==> config.mk <==
export PLATFORM = sky130hd
export DESIGN_NAME = stopwatch_bcd_core
export DESIGN_NICKNAME = d
export VERILOG_FILES = /design/src/rtl/stopwatch_bcd_core.sv
export SDC_FILE = /design/constraint.sdc
export NUM_CORES = 1
export LEC_CHECK = 0
export CAP_MARGIN = 40
export CORE_ASPECT_RATIO = 0.75
export CORE_MARGIN = 1.5
export CORE_UTILIZATION = 43
export CTS_CLUSTER_DIAMETER = 40
export CTS_CLUSTER_SIZE = 24
export DETAILED_ROUTE_END_ITERATION = 8
export GPL_TIMING_DRIVEN = 0
export PLACE_DENSITY = 0.57
export SLEW_MARGIN = 30
export SYNTH_ARGS = -nofsm -noshare
export SYNTH_HDL_FRONTEND = slang
export SYNTH_SLANG_ARGS = --single-unit
==> constraint.sdc <==
create_clock -name clk -period 3.83 [get_ports clk]
set_clock_uncertainty 0.2 [all_clocks]
set_input_delay 0.5745 -clock clk [delete_from_list [all_inputs] [get_ports clk]]
set_output_delay 0.5745 -clock clk [all_outputs]
set_load 0.005 [all_outputs]
==> src/rtl/stopwatch_bcd_core.sv <==
// Two-digit BCD stopwatch: debounced start/stop and clear, run/pause FSM, tick prescaler.
// Button-to-state latency is DEBOUNCE_CYCLES+3 edges; digits advance one edge after a tick.
module stopwatch_bcd_core #(
  parameter int TICK_DIV        = 5_000_000,
  parameter int DEBOUNCE_CYCLES = 50_000
) (
  input  logic       clk,
  input  logic       reset,
  input  logic       btn_start_stop,
  input  logic       btn_clear,
  output logic [3:0] tens,
  output logic [3:0] ones,
  output logic       running,
  output logic       rollover
);

  localparam int DB_W = $clog2(DEBOUNCE_CYCLES);
  localparam int PS_W = $clog2(TICK_DIV);

  typedef enum logic [1:0] {
    S_IDLE   = 2'd0,
    S_RUN    = 2'd1,
    S_PAUSED = 2'd2
  } state_t;

  state_t          r_state;
  state_t          w_state_nxt;

  // bit 0 = start/stop, bit 1 = clear
  logic [1:0]      w_btn;
  logic [1:0]      r_meta;
  logic [1:0]      r_sync;
  logic [1:0]      r_stable;
  logic [1:0]      r_stable_d;
  logic [DB_W-1:0] r_db_cnt [2];
  logic [1:0]      w_press;

  logic [PS_W-1:0] r_presc;
  logic            w_tick;
  logic [3:0]      r_tens;
  logic [3:0]      r_ones;
  logic            r_rollover;

  assign w_btn = {btn_clear, btn_start_stop};

  always_ff @(posedge clk) begin
    if (reset) begin
      r_meta     <= '0;
      r_sync     <= '0;
      r_stable   <= '0;
      r_stable_d <= '0;
      for (int i = 0; i < 2; i++) r_db_cnt[i] <= '0;
    end else begin
      r_meta     <= w_btn;
      r_sync     <= r_meta;
      r_stable_d <= r_stable;
      for (int i = 0; i < 2; i++) begin
        if (r_sync[i] == r_stable[i]) begin
          r_db_cnt[i] <= '0;
        end else if (r_db_cnt[i] == DB_W'(DEBOUNCE_CYCLES - 1)) begin
          r_stable[i] <= r_sync[i];
          r_db_cnt[i] <= '0;
        end else begin
          r_db_cnt[i] <= r_db_cnt[i] + 1'b1;
        end
      end
    end
  end

  assign w_press = r_stable & ~r_stable_d;

  always_ff @(posedge clk) begin
    if (reset) r_state <= S_IDLE;
    else       r_state <= w_state_nxt;
  end

  always_comb begin
    w_state_nxt = r_state;
    if (w_press[1]) begin
      w_state_nxt = S_IDLE;
    end else if (w_press[0]) begin
      case (r_state)
        S_IDLE:   w_state_nxt = S_RUN;
        S_RUN:    w_state_nxt = S_PAUSED;
        S_PAUSED: w_state_nxt = S_RUN;
        default:  w_state_nxt = S_IDLE;
      endcase
    end
  end

  assign w_tick = (r_presc == PS_W'(TICK_DIV - 1)) && (r_state == S_RUN);

  // Prescaler only moves in RUN, so a pause keeps the partial second.
  always_ff @(posedge clk) begin
    if (reset || w_press[1]) begin
      r_presc    <= '0;
      r_tens     <= 4'd0;
      r_ones     <= 4'd0;
      r_rollover <= 1'b0;
    end else begin
      r_rollover <= 1'b0;
      if (r_state == S_RUN) r_presc <= w_tick ? '0 : r_presc + 1'b1;
      if (w_tick) begin
        if (r_ones != 4'd9) begin
          r_ones <= r_ones + 4'd1;
        end else begin
          r_ones <= 4'd0;
          if (r_tens == 4'd9) begin
            r_tens     <= 4'd0;
            r_rollover <= 1'b1;
          end else begin
            r_tens <= r_tens + 4'd1;
          end
        end
      end
    end
  end

  assign tens     = r_tens;
  assign ones     = r_ones;
  assign running  = (r_state == S_RUN);
  assign rollover = r_rollover;

endmodule

== Word level (Yosys, flattened, before mapping) ==
Memory sizes are Yosys's and may differ from the RTL's.
Index checks and enable logic that the tools add are counted.

* $add $sub $neg: 5
* $mul: 0
* Div/mod/pow operators: 0
* $lt $le $gt $ge: 0
* Eq/ne operators: 9
* Shifts and indexed selects: 0
* Muxes and demuxes: 35
* Bitwise operators: 12
* Reductions and logical operators: 9

{| class="wikitable"
|+ Operators with widths
! kind !! count
|-
| $mux W16 || 6
|-
| $add A16 B1 Y16 const B || 2
|-
| $eq A16 B16 Y1 const B || 2
|-
| $mux W1 || 25
|-
| $add A23 B1 Y23 const B || 1
|-
| $eq A23 B23 Y1 const B || 1
|-
| $mux W23 || 1
|-
| $add A4 B1 Y4 const B || 2
|-
| $mux W4 || 2
|-
| $or A1 B1 Y1 || 6
|-
| $reduce_and A2 Y1 || 3
|-
| $eq A4 B4 Y1 const B || 1
|-
| $ne A4 B4 Y1 const B || 1
|-
| $not A1 Y1 || 4
|-
| $pmux W2 S2 || 1
|-
| $reduce_or A2 Y1 || 2
|-
| $reduce_or A3 Y1 || 1
|-
| $and A2 B2 Y2 || 1
|-
| $eq A1 B1 Y1 || 2
|-
| $eq A2 B1 Y1 const B || 1
|-
| $eq A2 B2 Y1 const B || 1
|-
| $logic_not A2 Y1 || 1
|-
| $not A2 Y2 || 1
|-
| $logic_and A1 B1 Y1 || 1
|-
| $logic_or A1 B1 Y1 || 1
|}

* Bits in registers: 42
* Latch bits: 0
* RAM bits: 32
* Bits in read-only memories: 0
* Input port bits: 4
* Output and inout bits: 10
* Memories: 1

{| class="wikitable"
|+ Memories
! memory !! depth !! width !! read ports !! clocked after memory_dff !! wr ports !! line !! source
|-
| r_db_cnt || 2 || 16 || 2 || 0 || 2 || 35 || <nowiki>logic [DB_W-1:0] r_db_cnt [2];</nowiki>
|}

== Depth between registers and ports, before layout ==
Gate-level depths: netlist of run 1.

* Word-level depth: 7
* Mapped depth: 7

== Worst setup path before layout of run 1 ==
OpenSTA, ideal clock, no wires.

* Kind: flip-flop to flip-flop
* Start: mem r_db_cnt[1][11] (netlist bit)
* End: mem r_db_cnt[1][14] (netlist bit), data pin
* Arrival time: 1.904 ns
* Data required time: 3.373 ns
* Slack: 1.469 ns
* Stages on the path, launching flop included: 7
* Buffers on the path: 2
* Period minus slack after synthesis: 2.361 ns
* Cell sequence: edfxtp_1 -> or4_1 -> nor4_1 -> or3_1 -> clkbuf_1 -> buf_2 -> nor2_1

{| class="wikitable"
|+ RTL lines
! what !! line
|-
| start: declaration || 35
|}

==> reports/qor.yml, run 1 <==
outcome:
  status: "complete, no violations"
clocking:
  tritoncts: "built"
  cts_buffers: 9
  insertion_delay_ps: 350
  cts.htree.levels: 3
  cts_resized: 0
  clockBufferDepth: 2
  ctsHoldBuffers: 0
  clkTransAtPathRegs_ps: 70
  cts_root_buf: "clkbuf_8"
  post_cts_buffers: 0
  clkSinkCount: 74
logic_synthesis:
  ys_warn_count: 0
  syn_inst: 361
  netlist_area_um2: 3560
  ys_seq_area_frac: 0.506
  synth_commonest_cells: "nor2_1 (76), dfxtp_1 (42), edfxtp_1 (32), xnor2_1 (32), xor2_1 (23)"
  synth_edf_count: 32
  yosys.area.top_type: "edfxtp_1"
  synth_top_area_share: 0.270
  synth_area_leaders: "edfxtp_1 (27%), dfxtp_1 (24%), nor2_1 (8.0%), xnor2_1 (7.9%), xor2_1 (5.7%)"
  synthMostInstantiatedCell: "nor2_1"
  synth_ff_type: "dfxtp_1"
  synth-async-reset-ratio: 0
  yosys_register_bits: 74
  avgSynthCellArea_um2: 9.87
  synth.distinct_cells: 50
timing:
  holdWs_ps: 244
  finalHoldViolations: 0
  tightest_slew_ps: 675
  finalSetupTns_ps: 0
  rsz0062_at_grt: "false"
  period_needed_ps: 2720
  finalSetupViolations: 0
  max_freq_mhz: 367
  report.final.slew_viol_count: 0
  period_share: 0.711
  slew_headroom: 0.544
min_path:
  whs_path_depth: 1
  hold_path_startpoint: "r_meta[1]$_SDFF_PP0_"
  hp-class: "flop to flop"
  holdPathEnd: "r_sync[1]$_SDFF_PP0_"
layout:
  syn2layout_area_growth_pct: 16.6
  fill_cells: 745
  num_antenna_cells: 0
  final_layout_size_suffix_gt1_frac: 0.0784
  fin_nets: 423
setup_path:
  path_max_fanout: 10
  reg2regPathDepth: 6
  critPathArrivalTime_ps: 2630
  cp.required_ps: 3730
  end_kind: "flop"
  critPathLaunchType: "flop"
  rr_startpoint: "r_db_cnt[1][11]$_SDFFCE_PN0P_"
  rrSetupSlack_ps: 1110
  critPathKind: "flop to flop"
  rr_endpoint: "r_db_cnt[1][8]$_SDFFCE_PN0P_"
drt:
  ant_nets: 0
  avgRoutedWirePerCell_um: 12.1
  vias: 2554
  drt_iter0_drc: 112
  detail_route.first_pass.iterations: 4
  drc: 0
  totalWireLength_um: 6350
  viasPerCell: 4.86
global_routing:
  grt_max_degree: 13
  antenna_found_initial: 0
  grt_pass1_wl_um: 11100
  grtUsageTotal: 0.165
  grt_overflow: 0
  grt_pass1_vias: 2330
power:
  p_per_area_nw_per_um2: 372
  p_leak_nw: 1.50
  vdd_drop_max_v: 0.000287
die:
  initial_core_util: 0.448
  pin_count: 14
  dieHeight_um: 81.8
  rows: 28
  die_area_um2: 8840
  die_w_um: 108
  core_area_um2: 7950
placed_design:
  routabilityCongestion: 0.804
  portBuffers: 13
  place_hpwl_um: 4550
job:
  drv_cap: 0
==> critical path, stage by stage, from the launching register on <==
cell and delay, ps:
edfxtp_1 460, or4_1 550, nor4_1 460, or3_1 180, clkbuf_1 260, buf_2 290, nor2_1 80
==> stage by stage <==
step / instances / cell area, um2 / power (mW) / util / setup WS (ps)
global route: 526 / 4150 / 1.62 / 0.522 / 944
floorplan: 392 / 3680 / 0.902 / - / 1470
CTS: 526 / 4150 / 1.57 / 0.522 / 1070
detailed placement: 510 / 3940 / 0.917 / 0.495 / 1100
global placement: 510 / 3940 / 0.916 / 0.495 / 1140
finish: 526 / 4150 / 1.55 / 0.522 / 1110
==> worst max path at each step <==
stage	start	end	slack (ps)	cells past startpoint
2_1_floorplan	r_db_cnt[1][11]$_SDFFCE_PN0P_	r_db_cnt[1][14]$_SDFFCE_PN0P_	1470	6
3_3_place_gp	r_db_cnt[1][11]$_SDFFCE_PN0P_	r_db_cnt[1][14]$_SDFFCE_PN0P_	1140	6
3_5_place_dp	r_db_cnt[1][11]$_SDFFCE_PN0P_	r_db_cnt[1][8]$_SDFFCE_PN0P_	1100	6
4_1_cts	r_db_cnt[1][11]$_SDFFCE_PN0P_	r_db_cnt[1][8]$_SDFFCE_PN0P_	1070	6
5_1_grt	r_db_cnt[1][11]$_SDFFCE_PN0P_	r_db_cnt[1][2]$_SDFFCE_PN0P_	940	6
6_report	r_db_cnt[1][11]$_SDFFCE_PN0P_	r_db_cnt[1][8]$_SDFFCE_PN0P_	1110	6
==> state kept, by name, indices dropped and copies added, names as in the netlist <==
register,flops
ones,4
r_sync,2
r_stable_d,2
r_stable,2
r_state,2
r_db_cnt,32
r_presc,23
rollover,1
tens,4
r_meta,2
==> kinds of logic (layout without fill, tap and decap cells) <==
group	count (synthesis)	in the layout	synth area share
buffers and inverters	18	47	0.0228
AND/OR/NAND/NOR	193	193	0.287
AO/OA/AOI/OAI	12	12	0.0228
adder cells (fa/ha/maj)	3	3	0.0105
other	1	32	0.00105
XOR/XNOR	55	55	0.135
flip-flops	74	74	0.506
multiplexers	5	5	0.0144
==> layer usage <==
layer  share of wire  global-route usage  vias up
li1                -                   -     1329
met2            0.40               0.220       40
met4           0.011              0.0724        0
met3           0.042              0.0508        9
met5               0                   0        -
met1            0.55               0.241     1176
==> power breakdown <==
| part | total (mW) | switching [mW] | internal, mW | leakage (nW) |
|---|---|---|---|---|
| logic | 0.0456 | 0.0259 | 0.0196 | 0.723 |
| clock network | 0.647 | 0.290 | 0.357 | 0.112 |
| registers | 0.853 | 0.0152 | 0.838 | 0.669 |
==> area by class of cell <==
class	instances	area, um2	share of cell area
Clock buffer	12	166	0.0401
Inverter	11	41.3	0.00994
Multi-Input combinational cell	300	1800	0.432
Timing Repair Buffer	13	130	0.0313
Buffer	7	40.0	0.00964
Clock inverter	4	46.3	0.0111
Tap cell	105	131	0.0316
Sequential cell	74	1800	0.434
==> cells in the final DEF, fill, tap and decap left out, drive strengths merged, types with 2 or more instances in the layout <==
cell type / instances
nor2: 76
xor2: 23
nor2b: 9
and3: 12
nand2: 22
and4: 6
clkinv: 2
a21oi: 4
nand4: 11
nand4bb: 2
nor4: 5
or3: 3
clkdlybuf4s50: 13
o21ai: 2
xnor2: 32
dfxtp: 42
conb: 32
nor3: 12
clkbuf: 16
ha: 3
nand3: 19
inv: 12
edfxtp: 32
mux2i: 4
or4: 2
nor4b: 2
buf: 3
nand2b: 2
(Power assumes the default switching activity.)
==> inputs of run 2 (changes only) <==
Clock period 3.83 ns to 2.85 ns, I/O delays scaled along.
==> run 2 against run 1 <==
Against the previous run: die area stayed put; non-clock buffer count stayed put; register-to-register slack worse by 870 ps; wire length rose by 0.38%; cell area grew 0.15%; total power rose by 34%; clock power increased by 34%; cell count unchanged; core utilization increased by 0.079 points; count of clock-buffer cells in the layout stayed put; sequential share of layout area down 0.065 points; largest cell class unchanged.
==> reports/qor.yml, run 2 (same netlist as run 1, synthesis figures left out) <==
setup_path:
  path_max_fanout: 10  # unchanged
  rrSetupSlack_ps: 240  # -870 ps
  rr_startpoint: "r_db_cnt[1][11]$_SDFFCE_PN0P_"
  cp.required_ps: 2760  # -970 ps
  critPathKind: "flop to flop"
  end_kind: "flop"
  rr_endpoint: "r_db_cnt[1][8]$_SDFFCE_PN0P_"
  reg2regPathDepth: 6  # unchanged
  critPathLaunchType: "flop"
  critPathArrivalTime_ps: 2520  # -110 ps
timing:
  report.final.slew_viol_count: 0  # unchanged
  tightest_slew_ps: 679  # +4.12 ps
  period_needed_ps: 2610  # -111 ps
  holdWs_ps: 244  # +0.0120 ps
  slew_headroom: 0.541  # -0.00279
  rsz0062_at_grt: "false"
  period_share: 0.917  # +0.206
  finalSetupViolations: 0  # unchanged
  finalHoldViolations: 0  # unchanged
  finalSetupTns_ps: 0  # unchanged
  max_freq_mhz: 383  # +4.2%
power:
  vdd_drop_max_v: 0.000386  # +34%
  p_leak_nw: 1.50  # about the same
  p_int_mw: 1.63  # +34%
  p_switching_mw: 0.446  # +35%
  switching_share: 0.215  # +0.000236
  pwr-share-comb: 0.030  # about the same
  p_per_area_nw_per_um2: 500  # +34%
  seqPwrFrac: 0.552  # about the same
  clockPowerShare: 0.419  # about the same
job:
  drv_cap: 0  # unchanged
die:
  core_area_um2: 7950  # unchanged
  initial_core_util: 0.448  # unchanged
  dieHeight_um: 81.8  # unchanged
  die_area_um2: 8840  # unchanged
  rows: 28  # unchanged
  pin_count: 14  # unchanged
  die_w_um: 108  # unchanged
clocking:
  tritoncts: "built"
  cts_root_buf: "clkbuf_8"
  insertion_delay_ps: 350  # about the same
  cts.htree.levels: 3  # unchanged
  clkTransAtPathRegs_ps: 70  # about the same
  ctsHoldBuffers: 0  # unchanged
  clkSinkCount: 74  # unchanged
  clockBufferDepth: 2  # unchanged
  cts_buffers: 9  # unchanged
global_routing:
  grtUsageTotal: 0.165  # unchanged
  grt_pass1_wl_um: 11100  # unchanged
  antenna_found_initial: 0  # unchanged
  grt_pass1_vias: 2330  # unchanged
  grt_max_degree: 13  # unchanged
  grt_overflow: 0  # unchanged
drt:
  avgRoutedWirePerCell_um: 12.1  # +0.38%
  viasPerCell: 4.86  # unchanged
  detail_route.first_pass.iterations: 4  # unchanged
  ant_nets: 0  # unchanged
  drc: 0  # unchanged
  drt_iter0_drc: 123  # +9.8%
  totalWireLength_um: 6370  # +0.38%
  vias: 2554  # unchanged
layout:
  final_layout_size_suffix_gt1_frac: 0.0808  # +0.00238
  fin_nets: 423  # unchanged
  reg.largest.list: "r_db_cnt: 32 flops, r_presc: 23 flops"
  final_common_cell: "nor2_1"
  largest_reg_flops: 32  # unchanged
  final_util: 0.523  # +0.000786
  num_antenna_cells: 0  # unchanged
  layout_common_cells: "nor2_1 (76), dfxtp_1 (42), xnor2_1 (32), edfxtp_1 (32), conb_1 (32)"
  syn2layout_area_growth_pct: 16.8
  regMostFlops: "r_db_cnt"
placed_design:
  place_hpwl_um: 4550  # unchanged
  routabilityCongestion: 0.804  # unchanged
  portBuffers: 13  # unchanged
min_path:
  hold_path_startpoint: "r_meta[1]$_SDFF_PP0_"
  holdPathEnd: "r_sync[1]$_SDFF_PP0_"
  hp-class: "flop to flop"
  whs_path_depth: 1  # unchanged
outcome:
  status: "complete, no violations"
-- run 2: cell types whose count changed in the layout (fill, tap and decap cells not counted) --
cell	change
nor4_1	-1
nor4_2	+1
-- run 2: worst max path at each step --
stage | start | cells past startpoint | slack [ps] | end
floorplan | r_db_cnt[1][11]$_SDFFCE_PN0P_ | 6 | 490 | r_db_cnt[1][14]$_SDFFCE_PN0P_
global placement | r_db_cnt[1][11]$_SDFFCE_PN0P_ | 6 | 160 | r_db_cnt[1][14]$_SDFFCE_PN0P_
detailed placement | r_db_cnt[1][11]$_SDFFCE_PN0P_ | 6 | 120 | r_db_cnt[1][8]$_SDFFCE_PN0P_
CTS | r_db_cnt[1][11]$_SDFFCE_PN0P_ | 6 | 90 | r_db_cnt[1][8]$_SDFFCE_PN0P_
global route | r_db_cnt[1][11]$_SDFFCE_PN0P_ | 6 | 70 | r_db_cnt[1][2]$_SDFFCE_PN0P_
finish | r_db_cnt[1][11]$_SDFFCE_PN0P_ | 6 | 240 | r_db_cnt[1][8]$_SDFFCE_PN0P_
-- run 2: layer usage --
layer / routed length, um / track usage
met5: 0 / 0
met4: 70 / 0.0724
met3: 214 / 0.0508
met2: 2510 / 0.220
met1: 3570 / 0.241
-- run 2: what timing repair did --
action	4_1_cts	5_1_grt
buffers inserted	0	0
setup endpoints to repair	0	10
resized for setup	0	1
-- run 2: metrics by stage --
stage | cell area (um2) | worst slack (ps) | power [mW] | std cells
global route | 4160 | 67.5 | 2.17 | 526
finish | 4160 | 237 | 2.08 | 526
CTS | 4150 | 87.4 | 2.11 | 526
floorplan | 3680 | 489 | 1.21 | 392
detailed placement | 3940 | 118 | 1.23 | 510
global placement | 3940 | 161 | 1.23 | 510
-- run 2: power by group through the flow --
stage	registers [mW]	clock network, mW	logic [mW]
2_1_floorplan	1.17	0	0.0473
3_3_place_gp	1.17	0	0.0605
3_5_place_dp	1.17	0	0.0607
4_1_cts	1.15	0.907	0.0613
5_1_grt	1.15	0.948	0.0718
6_report	1.15	0.870	0.0615
-- run 2: layout make-up --
class / instances / area [um2]
plain buffers: 7 / 40.0
clock buffers: 12 / 166
clock inverters: 4 / 46.3
fillers: 744 / 3790
inverters: 11 / 41.3
multi-input cells: 300 / 1800
flip-flops and latches: 74 / 1800
well taps: 105 / 131
repair buffers: 13 / 130
-- run 2: critical path, cell delays in order (launching register included) --
cell and delay (ps):
edfxtp_1 460, or4_1 560, nor4_2 360, or3_1 160, clkbuf_1 260, buf_2 290
nor2_1 80
